==> src/rtl/grid_pkg.sv <==
// rtl/grid_pkg.sv - tile codes, tile helpers and FSM state encoding for grid_interact
package grid_pkg;

  localparam int unsigned T_FLOOR    = 0;
  localparam int unsigned T_WALL     = 1;
  localparam int unsigned T_BOX      = 2;
  localparam int unsigned T_GOAL     = 3;
  localparam int unsigned T_BOX_GOAL = 4;

  typedef enum logic [3:0] {
    ST_IDLE,
    ST_ARB,
    ST_RD1,
    ST_EV1,
    ST_RD2,
    ST_EV2,
    ST_WR1,
    ST_WR2,
    ST_RESP
  } state_t;

  // An agent may stand on floor or goal; every other code blocks it.
  function automatic logic is_passable(input int unsigned t);
    return (t == T_FLOOR) || (t == T_GOAL);
  endfunction

  function automatic logic is_box(input int unsigned t);
    return (t == T_BOX) || (t == T_BOX_GOAL);
  endfunction

endpackage

==> src/rtl/rr_arbiter.sv <==
// rtl/rr_arbiter.sv - round-robin arbiter with one-hot grant and advancing pointer
module rr_arbiter #(
  parameter int N = 2,
  localparam int PW = (N > 1) ? $clog2(N) : 1
) (
  input  logic          clk,
  input  logic          rst,
  input  logic [N-1:0]  req,
  input  logic          adv,
  output logic [N-1:0]  grant,
  output logic [PW-1:0] gnt_idx,
  output logic          gnt_any
);

  logic [PW-1:0] ptr;
  logic [PW-1:0] ib;
  int            idx;

  // Pick the first requester at or after the pointer, wrapping once around.
  always_comb begin
    grant   = '0;
    gnt_idx = '0;
    gnt_any = 1'b0;
    idx     = 0;
    ib      = '0;
    for (int i = 0; i < N; i++) begin
      idx = int'(ptr) + i;
      if (idx >= N) idx = idx - N;
      ib = PW'(idx);
      if (!gnt_any && req[ib]) begin
        gnt_any   = 1'b1;
        grant[ib] = 1'b1;
        gnt_idx   = ib;
      end
    end
  end

  // Park the pointer one past the winner so the winner is searched last next time.
  always_ff @(posedge clk or posedge rst) begin
    if (rst) begin
      ptr <= '0;
    end else if (adv && gnt_any) begin
      ptr <= (int'(gnt_idx) == N - 1) ? '0 : gnt_idx + 1'b1;
    end
  end

endmodule

==> src/rtl/grid_interact.sv <==
// rtl/grid_interact.sv - multi-agent move arbiter resolving moves and box pushes against map RAM
module grid_interact
  import grid_pkg::*;
#(
  parameter int N_AGENTS    = 2,
  parameter int GRID_W      = 16,
  parameter int GRID_H      = 12,
  parameter int XW          = 4,
  parameter int TILE_W      = 4,
  parameter int AW          = 8,
  parameter int PUSH_EN     = 1,
  parameter int AGENT_BLOCK = 1
) (
  input  logic                   sys_clk,
  input  logic                   sys_rst,
  input  logic [N_AGENTS-1:0]    ask_move,
  input  logic [N_AGENTS*XW-1:0] ask_x,
  input  logic [N_AGENTS*XW-1:0] ask_y,
  input  logic [N_AGENTS*XW-1:0] cur_x,
  input  logic [N_AGENTS*XW-1:0] cur_y,
  output logic [N_AGENTS-1:0]    accept_move,
  output logic [N_AGENTS-1:0]    reject_move,
  output logic [XW-1:0]          goto_x,
  output logic [XW-1:0]          goto_y,
  output logic [AW-1:0]          map_raddr,
  input  logic [TILE_W-1:0]      map_rdata,
  output logic                   map_we,
  output logic [AW-1:0]          map_waddr,
  output logic [TILE_W-1:0]      map_wdata
);

  localparam int PW = (N_AGENTS > 1) ? $clog2(N_AGENTS) : 1;
  localparam logic [XW:0] D_POS = (XW+1)'(1);
  localparam logic [XW:0] D_NEG = '1;

  state_t              state, nxt;
  logic [N_AGENTS-1:0] req_m, grant, gnt_oh, hold_mask;
  logic [PW-1:0]       gnt_idx;
  logic                gnt_any;
  logic [XW-1:0]       tx, ty, bxr, byr;
  logic [XW:0]         dx, dy;
  logic [TILE_W-1:0]   tgt_tile, bey_tile;
  logic                acc, acc_n;
  logic [XW-1:0]       sel_ax, sel_ay, sel_cx, sel_cy;
  logic [XW:0]         sel_dx, sel_dy, bx, by;
  logic                geo_ok, tgt_agent, bey_oob, bey_agent;

  function automatic logic [AW-1:0] addr_of(input logic [XW-1:0] x, input logic [XW-1:0] y);
    return AW'(int'(y) * GRID_W + int'(x));
  endfunction

  // The channel just answered is masked for one IDLE cycle so its held request is not re-served.
  assign req_m = ask_move & ~hold_mask;

  rr_arbiter #(.N(N_AGENTS)) u_arb (
    .clk     (sys_clk),
    .rst     (sys_rst),
    .req     (req_m),
    .adv     (state == ST_ARB),
    .grant   (grant),
    .gnt_idx (gnt_idx),
    .gnt_any (gnt_any)
  );

  // Decode the granted request and check step size, bounds and agent collisions.
  always_comb begin
    sel_ax    = ask_x[gnt_idx*XW +: XW];
    sel_ay    = ask_y[gnt_idx*XW +: XW];
    sel_cx    = cur_x[gnt_idx*XW +: XW];
    sel_cy    = cur_y[gnt_idx*XW +: XW];
    sel_dx    = {1'b0, sel_ax} - {1'b0, sel_cx};
    sel_dy    = {1'b0, sel_ay} - {1'b0, sel_cy};
    geo_ok    = ((sel_dx == '0) && ((sel_dy == D_POS) || (sel_dy == D_NEG))) ||
                ((sel_dy == '0) && ((sel_dx == D_POS) || (sel_dx == D_NEG)));
    if ((int'(sel_ax) >= GRID_W) || (int'(sel_ay) >= GRID_H)) geo_ok = 1'b0;
    tgt_agent = 1'b0;
    for (int j = 0; j < N_AGENTS; j++) begin
      if ((j != int'(gnt_idx)) && (cur_x[j*XW +: XW] == sel_ax) && (cur_y[j*XW +: XW] == sel_ay))
        tgt_agent = 1'b1;
    end
    if ((AGENT_BLOCK != 0) && tgt_agent) geo_ok = 1'b0;
  end

  // Square beyond the target along the step; the extra top bit flags negative or overflowed coordinates.
  always_comb begin
    bx        = {1'b0, tx} + dx;
    by        = {1'b0, ty} + dy;
    bey_oob   = bx[XW] || by[XW] ||
                (int'(bx[XW-1:0]) >= GRID_W) || (int'(by[XW-1:0]) >= GRID_H);
    bey_agent = 1'b0;
    for (int j = 0; j < N_AGENTS; j++) begin
      if ((cur_x[j*XW +: XW] == bx[XW-1:0]) && (cur_y[j*XW +: XW] == by[XW-1:0]))
        bey_agent = 1'b1;
    end
  end

  // Next-state decision; acc_n carries the verdict into RESP.
  always_comb begin
    nxt   = state;
    acc_n = 1'b0;
    case (state)
      ST_IDLE: if (|req_m) nxt = ST_ARB;
      ST_ARB: begin
        if (!gnt_any)    nxt = ST_IDLE;
        else if (geo_ok) nxt = ST_RD1;
        else             nxt = ST_RESP;
      end
      ST_RD1: nxt = ST_EV1;
      ST_EV1: begin
        if (is_passable(32'(map_rdata))) begin
          nxt   = ST_RESP;
          acc_n = 1'b1;
        end else if ((PUSH_EN != 0) && is_box(32'(map_rdata)) && !bey_oob &&
                     !((AGENT_BLOCK != 0) && bey_agent)) begin
          nxt = ST_RD2;
        end else begin
          nxt = ST_RESP;
        end
      end
      ST_RD2: nxt = ST_EV2;
      ST_EV2: nxt = is_passable(32'(map_rdata)) ? ST_WR1 : ST_RESP;
      ST_WR1: nxt = ST_WR2;
      ST_WR2: begin
        nxt   = ST_RESP;
        acc_n = 1'b1;
      end
      ST_RESP: nxt = ST_IDLE;
      default: nxt = ST_IDLE;
    endcase
  end

  // Outputs decode from state so a reset clears them immediately.
  always_comb begin
    accept_move = '0;
    reject_move = '0;
    goto_x      = '0;
    goto_y      = '0;
    map_we      = 1'b0;
    map_waddr   = '0;
    map_wdata   = '0;
    case (state)
      ST_WR1: begin
        map_we    = 1'b1;
        map_waddr = addr_of(bxr, byr);
        map_wdata = (32'(bey_tile) == T_GOAL) ? TILE_W'(T_BOX_GOAL) : TILE_W'(T_BOX);
      end
      ST_WR2: begin
        map_we    = 1'b1;
        map_waddr = addr_of(tx, ty);
        map_wdata = (32'(tgt_tile) == T_BOX_GOAL) ? TILE_W'(T_GOAL) : TILE_W'(T_FLOOR);
      end
      ST_RESP: begin
        if (acc) begin
          accept_move = gnt_oh;
          goto_x      = tx;
          goto_y      = ty;
        end else begin
          reject_move = gnt_oh;
        end
      end
      default: ;
    endcase
  end

  // State register.
  always_ff @(posedge sys_clk or posedge sys_rst) begin
    if (sys_rst) state <= ST_IDLE;
    else         state <= nxt;
  end

  // Transaction context: granted channel, target, step, sampled tiles and read address.
  always_ff @(posedge sys_clk or posedge sys_rst) begin
    if (sys_rst) begin
      gnt_oh    <= '0;
      hold_mask <= '0;
      tx        <= '0;
      ty        <= '0;
      dx        <= '0;
      dy        <= '0;
      bxr       <= '0;
      byr       <= '0;
      tgt_tile  <= '0;
      bey_tile  <= '0;
      acc       <= 1'b0;
      map_raddr <= '0;
    end else begin
      hold_mask <= '0;
      case (state)
        ST_ARB: begin
          gnt_oh <= grant;
          tx     <= sel_ax;
          ty     <= sel_ay;
          dx     <= sel_dx;
          dy     <= sel_dy;
          if (nxt == ST_RD1) map_raddr <= addr_of(sel_ax, sel_ay);
        end
        ST_EV1: begin
          tgt_tile <= map_rdata;
          bxr      <= bx[XW-1:0];
          byr      <= by[XW-1:0];
          if (nxt == ST_RD2) map_raddr <= addr_of(bx[XW-1:0], by[XW-1:0]);
        end
        ST_EV2:  bey_tile  <= map_rdata;
        ST_RESP: hold_mask <= gnt_oh;
        default: ;
      endcase
      if (nxt == ST_RESP) acc <= acc_n;
    end
  end

endmodule

==> config.mk <==
export PLATFORM = sky130hd
export DESIGN_NAME = grid_interact
export DESIGN_NICKNAME = d
export VERILOG_FILES = /design/src/rtl/grid_pkg.sv /design/src/rtl/rr_arbiter.sv /design/src/rtl/grid_interact.sv
export SDC_FILE = /design/constraint.sdc
export NUM_CORES = 1
export LEC_CHECK = 0
export ABC_AREA = 1
export CAP_MARGIN = 20
export CORE_UTILIZATION = 44
export CTS_BUF_LIST = sky130_fd_sc_hd__clkbuf_8
export DETAILED_ROUTE_END_ITERATION = 16
export PLACE_DENSITY = 0.69
export SETUP_SLACK_MARGIN = 0.05
export SYNTH_ARGS = -nofsm -noshare
export SYNTH_HDL_FRONTEND = slang
export SYNTH_SLANG_ARGS = --single-unit
==> constraint.sdc <==
create_clock -name sys_clk -period 5.2 [get_ports sys_clk]
set_input_delay 0.78 -clock sys_clk [delete_from_list [all_inputs] [get_ports sys_clk]]
set_output_delay 0.78 -clock sys_clk [all_outputs]
set_load 0.005 [all_outputs]
=== Word-level counts from Yosys, hierarchy flattened ===
Index checks and enable logic that the tools add are counted.

* ROM bits: 0
* Memories kept: 0
* Input bits: 40
* Bits in writable memories: 0
* Output and inout bits: 33
* Logic and storage cells: 153
* Register bits after elaboration: 52
* Bits in latches: 0

* Magnitude comparators: 8
* Multipliers: 0
* Bitwise operators: 4
* Divide/modulo/power cells: 0
* Reductions and logical operators: 32
* Equal/unequal tests: 30
* $add $sub $neg: 12
* Shift-type cells: 4
* Muxes and demuxes: 49

{| class="wikitable"
|+ Operator list
! operator !! number
|-
| 4-bit 2-to-1 mux || 10
|-
| 8-bit by 4-bit adder with 8-bit output || 4
|-
| 4-bit == test || 8
|-
| 4-bit case mux with 8 select lines || 1
|-
| 8-bit case mux with 2 select lines || 2
|-
| 8-bit by 4-bit variable part select with 4-bit output || 4
|-
| 4-bit by 3-bit == test with 1-bit output (second input constant) || 7
|-
| 4-bit by 2-bit == test with 1-bit output (second input constant) || 6
|-
| 1-bit 2-to-1 mux || 21
|-
| 2-bit 2-to-1 mux || 8
|-
| 8-bit 2-to-1 mux || 2
|-
| 1-bit logical AND || 14
|-
| 4-bit by 5-bit adder with 5-bit output || 2
|-
| 5-bit by 1-bit == test with 1-bit output (second input constant) || 2
|-
| 5-bit == test (second input constant) || 2
|-
| 5-bit logical NOT || 2
|-
| 4-bit by 4-bit subtractor with 5-bit output || 2
|-
| 4-bit == test (second input constant) || 2
|-
| 4-bit >= comparator (second input constant) || 2
|-
| 4-bit logical NOT || 2
|-
| 1-bit logical OR || 7
|-
| 3-bit case mux with 2 select lines || 1
|-
| 4-bit by 1-bit == test with 1-bit output (second input constant) || 1
|-
| 1-bit by 2-bit less-than comparator with 1-bit output (second input constant) || 2
|-
| 18 further kinds || 25
|}

=== Depth between registers and ports, before layout ===
Gate-level depths: netlist of run 1.

* Depth in word-level cells: 22
* Depth in mapped cells: 22
* Gate-level depth less buffers: 21

=== Hierarchy ===
From an unflattened synthesis of run 1, not the netlist that was laid out.

* Cell total of the unflattened synthesis: 585
* Area, all modules: 3940.0 µm²

{| class="wikitable"
|+ Modules (own cells, without submodules)
! module !! seq. area each (µm²) !! area each (µm²) !! times used !! cells each
|-
| grid_interact || 1276.2 || 3865.0 || 1 || 572
|-
| rr_arbiter || 25.0 || 75.1 || 1 || 13
|}

=== Least setup slack after synthesis of run 1 ===
Ideal clock, no wire load.

* Kind: input to register
* Start point: input port ask_move[1]
* End point: register map_raddr[0]
* Library setup time: 0.065 ns
* Cell stages on the path: 20
* Path buffers: 2
* Path slack: 2.084 ns
* Data required time: 5.135 ns
* Data arrival time: 3.050 ns
* Cells stage by stage: inv_2 nor2_8 nand2_4 buf_4 clkbuf_1 nand2_1 o21ai_0 ha_1 inv_1 fa_1 inv_1 nor2_1 nand2_1 o21bai_1 nand3_1 nand2_2 nand3_4 nand2_4 nand2_1 nand2_1

* Word-level cells in the longest chain between the ends: 21
* Elaborated cells on any way between the ends: 55
* Those cells by class: add/sub: 3; order compare: 1; eq/ne: 12; shift: 4; mux: 18; bitwise: 2; reduce/logical: 15

{| class="wikitable"
|+ Ends and longest elaborated chain
! item !! line !! source
|-
| start, declared || grid_interact.sv:16 || <nowiki>input logic [N_AGENTS-1:0] ask_move,</nowiki>
|-
| 2-bit bitwise AND * || grid_interact.sv:53 || <nowiki>assign req_m = ask_move & ~hold_mask;</nowiki>
|-
| 1-bit 2-to-1 mux (implied by the code) (2 in a row) || rr_arbiter.sv:30 || <nowiki>if (!gnt_any && req[ib]) begin</nowiki>
|-
| 1-bit 2-to-1 mux || rr_arbiter.sv:30 ||
|-
| 1-bit logical NOT || rr_arbiter.sv:30 ||
|-
| 1-bit logical AND || rr_arbiter.sv:30 ||
|-
| 1-bit 2-to-1 mux * || rr_arbiter.sv:30 ||
|-
| 8-bit by 4-bit variable part select with 4-bit output, on equally long branches || grid_interact.sv:67, grid_interact.sv:69 ||
|-
| 4-bit by 4-bit subtractor with 5-bit output * || grid_interact.sv:71 || <nowiki>sel_dx = {1'b0, sel_ax} - {1'b0, sel_cx};</nowiki>
|-
| named net sel_dx[1] || grid_interact.sv:45 || <nowiki>logic [XW:0] sel_dx, sel_dy, bx, by;</nowiki>
|-
| (+4 left out) || - ||
|-
| 1-bit 2-to-1 mux * || grid_interact.sv:75 || <nowiki>if ((int'(sel_ax) >= GRID_W) || (int'(sel_ay) >= GRID_H)) geo_ok = 1'b0;</nowiki>
|-
| 1-bit 2-to-1 mux * || grid_interact.sv:81 || <nowiki>if ((AGENT_BLOCK != 0) && tgt_agent) geo_ok = 1'b0;</nowiki>
|-
| 4-bit 2-to-1 mux * || grid_interact.sv:105 || <nowiki>else if (geo_ok) nxt = ST_RD1;</nowiki>
|-
| 4-bit 2-to-1 mux * || grid_interact.sv:104 || <nowiki>if (!gnt_any) nxt = ST_IDLE;</nowiki>
|-
| 4-bit case mux with 8 select lines * || grid_interact.sv:101 || <nowiki>case (state)</nowiki>
|-
| 4-bit by 3-bit == test with 1-bit output or 4-bit by 2-bit == test with 1-bit output (tied branches) || grid_interact.sv:201, grid_interact.sv:195 ||
|-
| 2-bit != test (no source line) || - ||
|-
| 3-bit AND reduction (no source line) * || - ||
|-
| end signal, assigned || grid_interact.sv:195 || <nowiki>if (nxt == ST_RD1) map_raddr <= addr_of(sel_ax, sel_ay);</nowiki>
|-
| end signal, assigned || grid_interact.sv:201 || <nowiki>if (nxt == ST_RD2) map_raddr <= addr_of(bx[XW-1:0], by[XW-1:0]);</nowiki>
|-
| end, declared || grid_interact.sv:25 || <nowiki>output logic [AW-1:0] map_raddr,</nowiki>
|}

Mark *: on every way through the listed nets, which the timed path passes. The rest lies on a longest branch. The select of a mux whose other input is x is not followed.
A chain may end at the register's enable or synchronous reset.

=== Worst setup path in the final report of run 1 ===
* Start point: input port ask_move[1]
* End point: register map_raddr[0]

* Word-level cells in the longest chain between the ends: 21
* Elaborated cells on any way between the ends: 55
* Those cells by class: add/sub: 3; order compare: 1; eq/ne: 12; shift: 4; mux: 18; bitwise: 2; reduce/logical: 15

{| class="wikitable"
|+ Ends and longest elaborated chain
! item !! line !! source
|-
| 2-bit bitwise AND * || grid_interact.sv:53 ||
|-
| 1-bit 2-to-1 mux (implied by the code) (2 in a row) || rr_arbiter.sv:30 ||
|-
| 1-bit 2-to-1 mux || rr_arbiter.sv:30 ||
|-
| 1-bit logical NOT || rr_arbiter.sv:30 ||
|-
| 1-bit logical AND || rr_arbiter.sv:30 ||
|-
| 1-bit 2-to-1 mux * || rr_arbiter.sv:30 ||
|-
| 8-bit by 4-bit variable part select with 4-bit output, on equally long branches || grid_interact.sv:68, grid_interact.sv:70 ||
|-
| 4-bit by 4-bit subtractor with 5-bit output * || grid_interact.sv:72 || <nowiki>sel_dy = {1'b0, sel_ay} - {1'b0, sel_cy};</nowiki>
|-
| named net sel_dy[1] || grid_interact.sv:45 ||
|-
| (+4 left out) || - ||
|-
| 1-bit 2-to-1 mux * || grid_interact.sv:75 ||
|-
| 1-bit 2-to-1 mux * || grid_interact.sv:81 ||
|-
| 4-bit 2-to-1 mux * || grid_interact.sv:105 ||
|-
| 4-bit 2-to-1 mux * || grid_interact.sv:104 ||
|-
| 4-bit case mux with 8 select lines * || grid_interact.sv:101 ||
|-
| 4-bit by 3-bit == test with 1-bit output or 4-bit by 2-bit == test with 1-bit output (tied branches) || grid_interact.sv:201, grid_interact.sv:195 ||
|-
| 2-bit != test (no source line) || - ||
|-
| 3-bit AND reduction (no source line) * || - ||
|}

Marks and branches as above.

==> results of run 1 <==
==> area by class of cell <==
cell class,count,share of cell area
inverters,81,0.0641
clock buffers,5,0.0145
multi-input cells,393,0.458
flip-flops and latches,52,0.274
well taps,105,0.0277
repair buffers,74,0.157
clock inverters,3,0.00422
==> report_power, final <==
part / switching [mW] / total [mW] / internal [mW] / leakage, nW
logic: 0.758 / 1.22 / 0.466 / 1.65
registers: 0.0918 / 0.629 / 0.537 / 0.644
clock network: 0.139 / 0.233 / 0.0942 / 0.0455
total: 0.989 / 2.09 / 1.10 / 2.34
==> per-stage QoR <==
step	power (mW)	worst slack, ns	hold slack [ns]
after floorplan	1.53	2.08	0.446
after detailed placement	1.86	1.20	0.473
after CTS	2.09	1.53	0.498
after global placement	1.83	1.27	0.464
final	2.09	1.50	0.497
after global routing	2.29	1.24	0.526
==> cell usage in the layout (no fill, tap or decap), types with 2 or more instances in the layout <==
cell,n
a21oi_1,10
buf_4,2
clkbuf_8,5
clkdlybuf4s50_1,71
dfrtp_1,52
fa_1,4
ha_1,14
inv_1,78
inv_2,4
nand2_1,134
nand2_2,13
nand2_4,4
nand3_1,34
nand3_4,2
nand3b_1,3
nand4_1,9
nor2_1,49
nor3_1,5
nor4_1,2
o2111ai_1,2
o21ai_0,51
o21ai_1,2
o21ai_2,5
o21bai_1,2
o22ai_1,10
or2_2,4
xnor2_1,8
xor2_1,14
==> sequential cells by signal, summed over array words and instances, names as in the netlist <==
signal and count:
acc 1, tx 4, tgt_tile 4, map_raddr 8, gnt_oh 2, dy 5
dx 5, bxr 4, ty 4, u_arb.ptr 1, byr 4, bey_tile 4
state 4, hold_mask 2
==> cell families after synthesis <==
group,count (synthesis)
and+or+nand+nor,264
buffers and inverters,92
AOI/OAI and AO/OA,86
DFF,52
xor gates and xnor gates,23
adders and majority gates,18
other,1
muxes,1
==> layer usage <==
metal  routed length, microns  track usage  vias to the layer above
met5                        0            0                        -
met4                      115       0.0659                        0
met3                      676       0.0319                       10
met2                     4530        0.395                      119
met1                     4950        0.344                     1667
li1                         -            -                     1857
==> worst max path at each step <==
stage,from,to,slack (ns),cells after the start
floorplan,ask_move[1],map_raddr[0]$_DFFE_PP0P_,2.08,20
global placement,ask_move[0],map_raddr[0]$_DFFE_PP0P_,1.27,18
detailed placement,ask_move[1],map_raddr[0]$_DFFE_PP0P_,1.20,18
CTS,ask_move[1],map_raddr[0]$_DFFE_PP0P_,1.53,18
global route,ask_move[1],map_raddr[2]$_DFFE_PP0P_,1.24,18
finish,ask_move[1],map_raddr[0]$_DFFE_PP0P_,1.50,18
==> worst register-to-register path: stages, from the launching register on <==
cell     delay, ns
dfrtp_1       0.45
nor2_8        0.21
nand2_4       0.26
o21ai_2       0.35
inv_1         0.09
ha_1          0.20
inv_1         0.08
fa_1          0.48
nor2_1        0.13
nand2_1       0.06
nor2_1        0.16
nand3_1       0.12
nand2_2       0.11
nand3_4       0.15
nand2_4       0.15
nand2_1       0.07
nand2_1       0.07
==> results.yml, run 1 <==
cells_and_area:
  area.sequential_sq_mm: 0.00130
  n_fill_cell: 826
  fin_area_sq_mm: 0.00474
  multi_input_area_sq_mm: 0.00217
  syn2layout_area_growth_pct: 23.6
  postLayoutCoreUtil: 0.569
  finish.net_count: 665
  insertedDiodeCount: 0
  layoutNonFillerInstCount: 713
  drive_above_1_share: 0.0757
floorplanning:
  die_height_microns: 95.4
  placement_rows: 33
  floorplan.initialDensity: 0.460
  die-area_sq_mm: 0.00910
  ioPinCount: 73
  dieWidth_microns: 95.4
  coreArea_sq_mm: 0.00834
synthesis:
  ys_warn_count: 0
  synth_async_sr_flop_share: 1.00
  postSynthCellCount: 537
  syn-cell-area_sq_mm: 0.00384
  post-synth-top-area-cell: "dfrtp_1"
  share_of_synthesized_area_spent_on_multiplexers: 0.00261
  yosys-top-cells-area: "dfrtp_1 (34%), nand2_1 (13%), inv_1 (7.6%)"
  count_of_flip_flops_with_a_built_in_enable_after_synthesis: 0
  ys_top_cells_by_count: "nand2_1 (134), inv_1 (78), dfrtp_1 (52)"
  synthFlopType: "dfrtp_1"
  main_combinational_cell_family_by_area_after_synthesis: "simple AND/OR/NAND/NOR gates"
  synthAdderAreaFrac: 0.0665
  synth-compound-area-share: 0.126
  post_synth.cell_area_avg_sq_um: 7.15
  synth.yosys.seq_area_share: 0.339
  synthDistinctLibCells: 40
  post_synth_xor_area_fraction: 0.0544
  synth_simple_gate_area_share: 0.316
  postSynthNetCount: 595
  synth.most_common_cell: "nand2_1"
  post_synthesis_sequential_element_count: 52
  netlist.area_leader.share: 0.339
setup_path:
  cp_slowest_stage_delay_ns: 0.48
  worstPathCellList: "clkdlybuf4s50_1 -> inv_2 -> nor2_8 -> nand2_4 -> o21ai_2 -> inv_1 -> ha_1 -> inv_1 -> fa_1 -> nor2_1 -> nand2_1 -> nor2_1 -> nand3_1 -> nand2_2 -> nand3_4 -> nand2_4 -> nand2_1 -> nand2_1"
  path_class: "input port to flip-flop"
  critical_path.endpoint_type: "flip-flop"
  reg2reg_to: "map_raddr[0]$_DFFE_PP0P_"
  worstPathBufferInverterCount: 4
  critical_path_arrival_ns: 3.95
  kind_of_launch_point_of_the_worst_setup_path: "input port"
  critical_path_required_ns: 5.45
  cpMaxStageDelayCell: "fa_1"
  r2r_cells: 16
  cp_common_cell: "nand2_1"
  worstPathMaxFanout: 33
  cpLargestDelayFamily: "simple AND/OR/NAND/NOR gates"
  regToRegSetupSlack_ns: 2.00
  crit-reg2reg-launch: "hold_mask[1]$_DFF_PP0_"
global_routing:
  antenna_violations_before_repair: 0
  grt_use_total: 0.245
  grt_pass1_wl_microns: 17100
  residual_overflow_from_global_routing: 0
  grt_start_max_net_pins: 37
  first_global_vias: 3564
timing:
  finalSetupViolCount: 0
  rsz0062_at_grt: "false"
  worst_slew_pin_slew_ns: 0.527
  drv_slew: 0
  final.period_utilization: 0.711
  fin_tns_setup_ns: 0
  slew_headroom: 0.648
  max_freq_mhz: 270
  hold_violations: 0
  finClkSkew_ns: 0.0113
  post-route-min-period_ns: 3.70
place:
  dpl_cells: 705
  gp_congestion: 0.938
  total_half_perimeter_wirelength_after_legalization_and_detailed_placement_microns: 8290
  place.port_buffers: 71
  post_dp_cell_area_sq_mm: 0.00466
worst_hold_path:
  hold_path.startpoint: "bey_tile[2]$_DFFE_PP0P_"
  min-delay-path-class: "flip-flop to flip-flop"
  endpoint_of_the_worst_hold_path: "bey_tile[2]$_DFFE_PP0P_"
  min_delay_path_depth: 2
clock_network:
  clk_transition_reported_paths_ns: 0.10
  cts_hold_repair.buffers: 0
  post_cts_resized: 0
  cts.root.buffer_cell: "clkbuf_8"
  post-cts-setup-buffer-count: 0
  cts_made_buffers: 5
  ctsLongestPathBuffers: 2
  cts.sinks: 52
  clock_latency_at_the_later_pin_of_the_worst_skew_pair_ns: 0.31
  tritoncts: "yes"
  cts_max_level: 2
detailed_routing:
  drc: 0
  drt-pass1-iter-count: 4
  drt_wl_total_microns: 10300
  num_vias: 3653
  initialDrtViolationCount: 235
  drtAntennaViolNets: 0
  detail_route.vias_per_cell: 5.12
  avgRoutedWirePerCell_microns: 14.4
outcome:
  status: "finished, final reports clean"
flow_run:
  drv.max_cap_violation_count: 0
power:
  vdd.ir_drop.worst_mv: 0.237
  pwr_density_mw_per_mm2: 440
  leakage_nw: 2.34
(Power assumes the default switching activity.)
==> inputs of run 2 (changes only) <==
--- a/config.mk
+++ b/config.mk
@@ -10,7 +10,7 @@
 export CORE_UTILIZATION = 44
 export CTS_BUF_LIST = sky130_fd_sc_hd__clkbuf_8
 export DETAILED_ROUTE_END_ITERATION = 16
-export PLACE_DENSITY = 0.69
+export PLACE_DENSITY = 0.72
 export SETUP_SLACK_MARGIN = 0.05
 export SYNTH_ARGS = -nofsm -noshare
 export SYNTH_HDL_FRONTEND = slang
==> constraint.sdc (replaced) <==
create_clock -name sys_clk -period 3.2 [get_ports sys_clk]
set_input_delay 0.48 -clock sys_clk [delete_from_list [all_inputs] [get_ports sys_clk]]
set_output_delay 0.48 -clock sys_clk [all_outputs]
set_load 0.005 [all_outputs]
==> run 2 against run 1 <==
Global-route usage rose by 0.42 points. Worst hold slack improved by 0.0025 ns. Combinational power rose by 80%. Total power rose by 77%. Largest power group unchanged. Via count rose by 6.7%. Clock power rose by 94%. Register-to-register slack got worse by 1.7 ns. First-iteration DRC count fell by 1.3%. Final area rose by 6.0%.
==> results.yml, run 2 (synthesis results as in run 1) <==
cells_and_area:
  fin_area_sq_mm: 0.00503
  top_register: "map_raddr"
  mostFrequentLayoutCells: "nand2_1 (129), inv_1 (73), clkdlybuf4s50_1 (69)"
  biggestRegsByFlops: "map_raddr: 8 flops, dx: 5 flops, dy: 5 flops"
  insertedDiodeCount: 0
  postLayoutCoreUtil: 0.603
  flip_flop_count_of_the_largest_register_after_layout: 8
  syn2layout_area_growth_pct: 31.0
  drive_above_1_share: 0.141
  finish.net_count: 694
  layout.cells.most_common: "nand2_1"
setup_path:
  cpMaxStageDelayCell: "fa_1"
  worstPathBufferInverterCount: 4
  reg2reg_to: "map_raddr[0]$_DFFE_PP0P_"
  cp_slowest_stage_delay_ns: 0.55
  cp_common_cell: "nand2_1"
  critical_path_required_ns: 3.45
  worstPathCellList: "inv_2 -> nand3_4 -> nand2_8 -> buf_4 -> nand2_1 -> o21ai_4 -> ha_2 -> inv_1 -> fa_1 -> inv_2 -> nor2_2 -> nand2_1 -> o21bai_1 -> nand3_1 -> nand2_2 -> nand3_4 -> nand2_4 -> nand2_1 -> nand2_1"
  critical_path.endpoint_type: "flip-flop"
  regToRegSetupSlack_ns: 0.32
  path_class: "flip-flop to flip-flop"
  critical_path_arrival_ns: 3.12
  crit-reg2reg-launch: "hold_mask[0]$_DFF_PP0_"
  cpLargestDelayFamily: "simple AND/OR/NAND/NOR gates"
  worstPathMaxFanout: 8
  kind_of_launch_point_of_the_worst_setup_path: "flip-flop"
  r2r_cells: 19
detailed_routing:
  drc: 0
  initialDrtViolationCount: 232
  drtAntennaViolNets: 0
  drt-pass1-iter-count: 5
  num_vias: 3898
  avgRoutedWirePerCell_microns: 14.8
  drt_wl_total_microns: 11000
  detail_route.vias_per_cell: 5.25
clock_network:
  clk_transition_reported_paths_ns: 0.10
  cts_hold_repair.buffers: 0
  cts_max_level: 2
  cts.sinks: 52
  clock_latency_at_the_later_pin_of_the_worst_skew_pair_ns: 0.31
  ctsLongestPathBuffers: 2
  cts_made_buffers: 5
  tritoncts: "yes"
  cts.root.buffer_cell: "clkbuf_8"
floorplanning:
  placement_rows: 33
  dieWidth_microns: 95.4
  ioPinCount: 73
  coreArea_sq_mm: 0.00834
  die_height_microns: 95.4
  die-area_sq_mm: 0.00910
  floorplan.initialDensity: 0.460
global_routing:
  residual_overflow_from_global_routing: 0
  grt_use_total: 0.249
  grt_pass1_wl_microns: 17400
  grt_start_max_net_pins: 53
  antenna_violations_before_repair: 0
  first_global_vias: 3654
place:
  gp_congestion: 0.882
  post_dp_cell_area_sq_mm: 0.00479
  pre_cts_ws_ns: -0.132
  place.port_buffers: 71
  total_half_perimeter_wirelength_after_legalization_and_detailed_placement_microns: 8490
timing:
  slew_headroom: 0.553
  max_freq_mhz: 348
  fin_tns_setup_ns: 0
  final.setup.worst_slack_ns: 0.324
  rsz0062_at_grt: "false"
  hold_violations: 0
  worst_slew_pin_slew_ns: 0.671
  finalSetupViolCount: 0
  finClkSkew_ns: 0.00489
  post-route-min-period_ns: 2.88
  final.period_utilization: 0.899
  drv_slew: 0
worst_hold_path:
  endpoint_of_the_worst_hold_path: "bey_tile[0]$_DFFE_PP0P_"
  min_delay_path_depth: 2
  min-delay-path-class: "flip-flop to flip-flop"
  hold_path.startpoint: "bey_tile[0]$_DFFE_PP0P_"
flow_run:
  drv.max_cap_violation_count: 0
power:
  vdd.ir_drop.worst_mv: 0.359
  leakage_nw: 2.50
  pwr_density_mw_per_mm2: 733
outcome:
  status: "finished, final reports clean"
==> run 2: changes by cell type in the layout (fill, tap and decap cells not counted), moves of 2 or more <==
cell	previous run	this run
nor2_1	49	47
dlymetal6s2s_1	0	2
nand2_2	13	18
nor2_2	1	3
inv_2	4	8
nand2_1	134	129
buf_4	2	30
clkdlybuf4s50_1	71	69
inv_1	78	73
==> run 2: layout make-up <==
class / count / area (sq um)
multi-input cells: 394 / 2230
inverters: 81 / 304
fillers: 778 / 3310
clock inverters: 3 / 42.5
flip-flops and latches: 52 / 1300
well taps: 105 / 131
clock buffers: 5 / 68.8
repair buffers: 102 / 956
==> run 2: metrics by stage <==
step | cells | hold slack, ns | total power [mW]
final | 742 | 0.499 | 3.68
after detailed placement | 724 | 0.480 | 3.12
after CTS | 732 | 0.504 | 3.57
after floorplan | 537 | 0.446 | 2.48
after global routing | 742 | 0.532 | 4.04
after global placement | 724 | 0.461 | 3.04
==> run 2: worst max-delay path by stage <==
stage	startpoint	end	slack, ns	cells past startpoint
floorplan	ask_move[1]	map_raddr[0]$_DFFE_PP0P_	0.38	20
global placement	ask_move[0]	map_raddr[2]$_DFFE_PP0P_	-0.06	18
detailed placement	ask_move[0]	map_raddr[4]$_DFFE_PP0P_	-0.13	18
CTS	ask_move[0]	map_raddr[2]$_DFFE_PP0P_	0.17	18
global route	hold_mask[0]$_DFF_PP0_	map_raddr[5]$_DFFE_PP0P_	0.05	19
finish	hold_mask[0]$_DFF_PP0_	map_raddr[0]$_DFFE_PP0P_	0.32	19
==> run 2: report_power, final <==
part,switching (mW),internal (mW)
Sequential,0.155,0.874
Clock,0.221,0.232
Combinational,1.31,0.890
==> run 2: worst min-delay path, stage by stage, from the launching register on <==
cell     delay (ns)
dfrtp_1        0.36
nand2_1        0.05
o21ai_0        0.06
==> run 2: repair_timing <==
| item | 4_1_cts | 5_1_grt |
|---|---|---|
| setup buffers | 0 | 9 |
| setup endpoints to repair | 0 | 11 |
| hold endpoints to repair | 0 | 0 |
| resized for setup | 0 | 23 |
==> run 2: per-layer routing <==
metal / wire (microns) / part of all wire / up-vias / GRT usage
li1: - / - / 1919 / -
met3: 706 / 0.064 / 11 / 0.0199
met5: 0 / 0 / - / 0
met1: 4790 / 0.44 / 1817 / 0.331
met4: 122 / 0.011 / 0 / 0.0460
met2: 5330 / 0.49 / 151 / 0.444
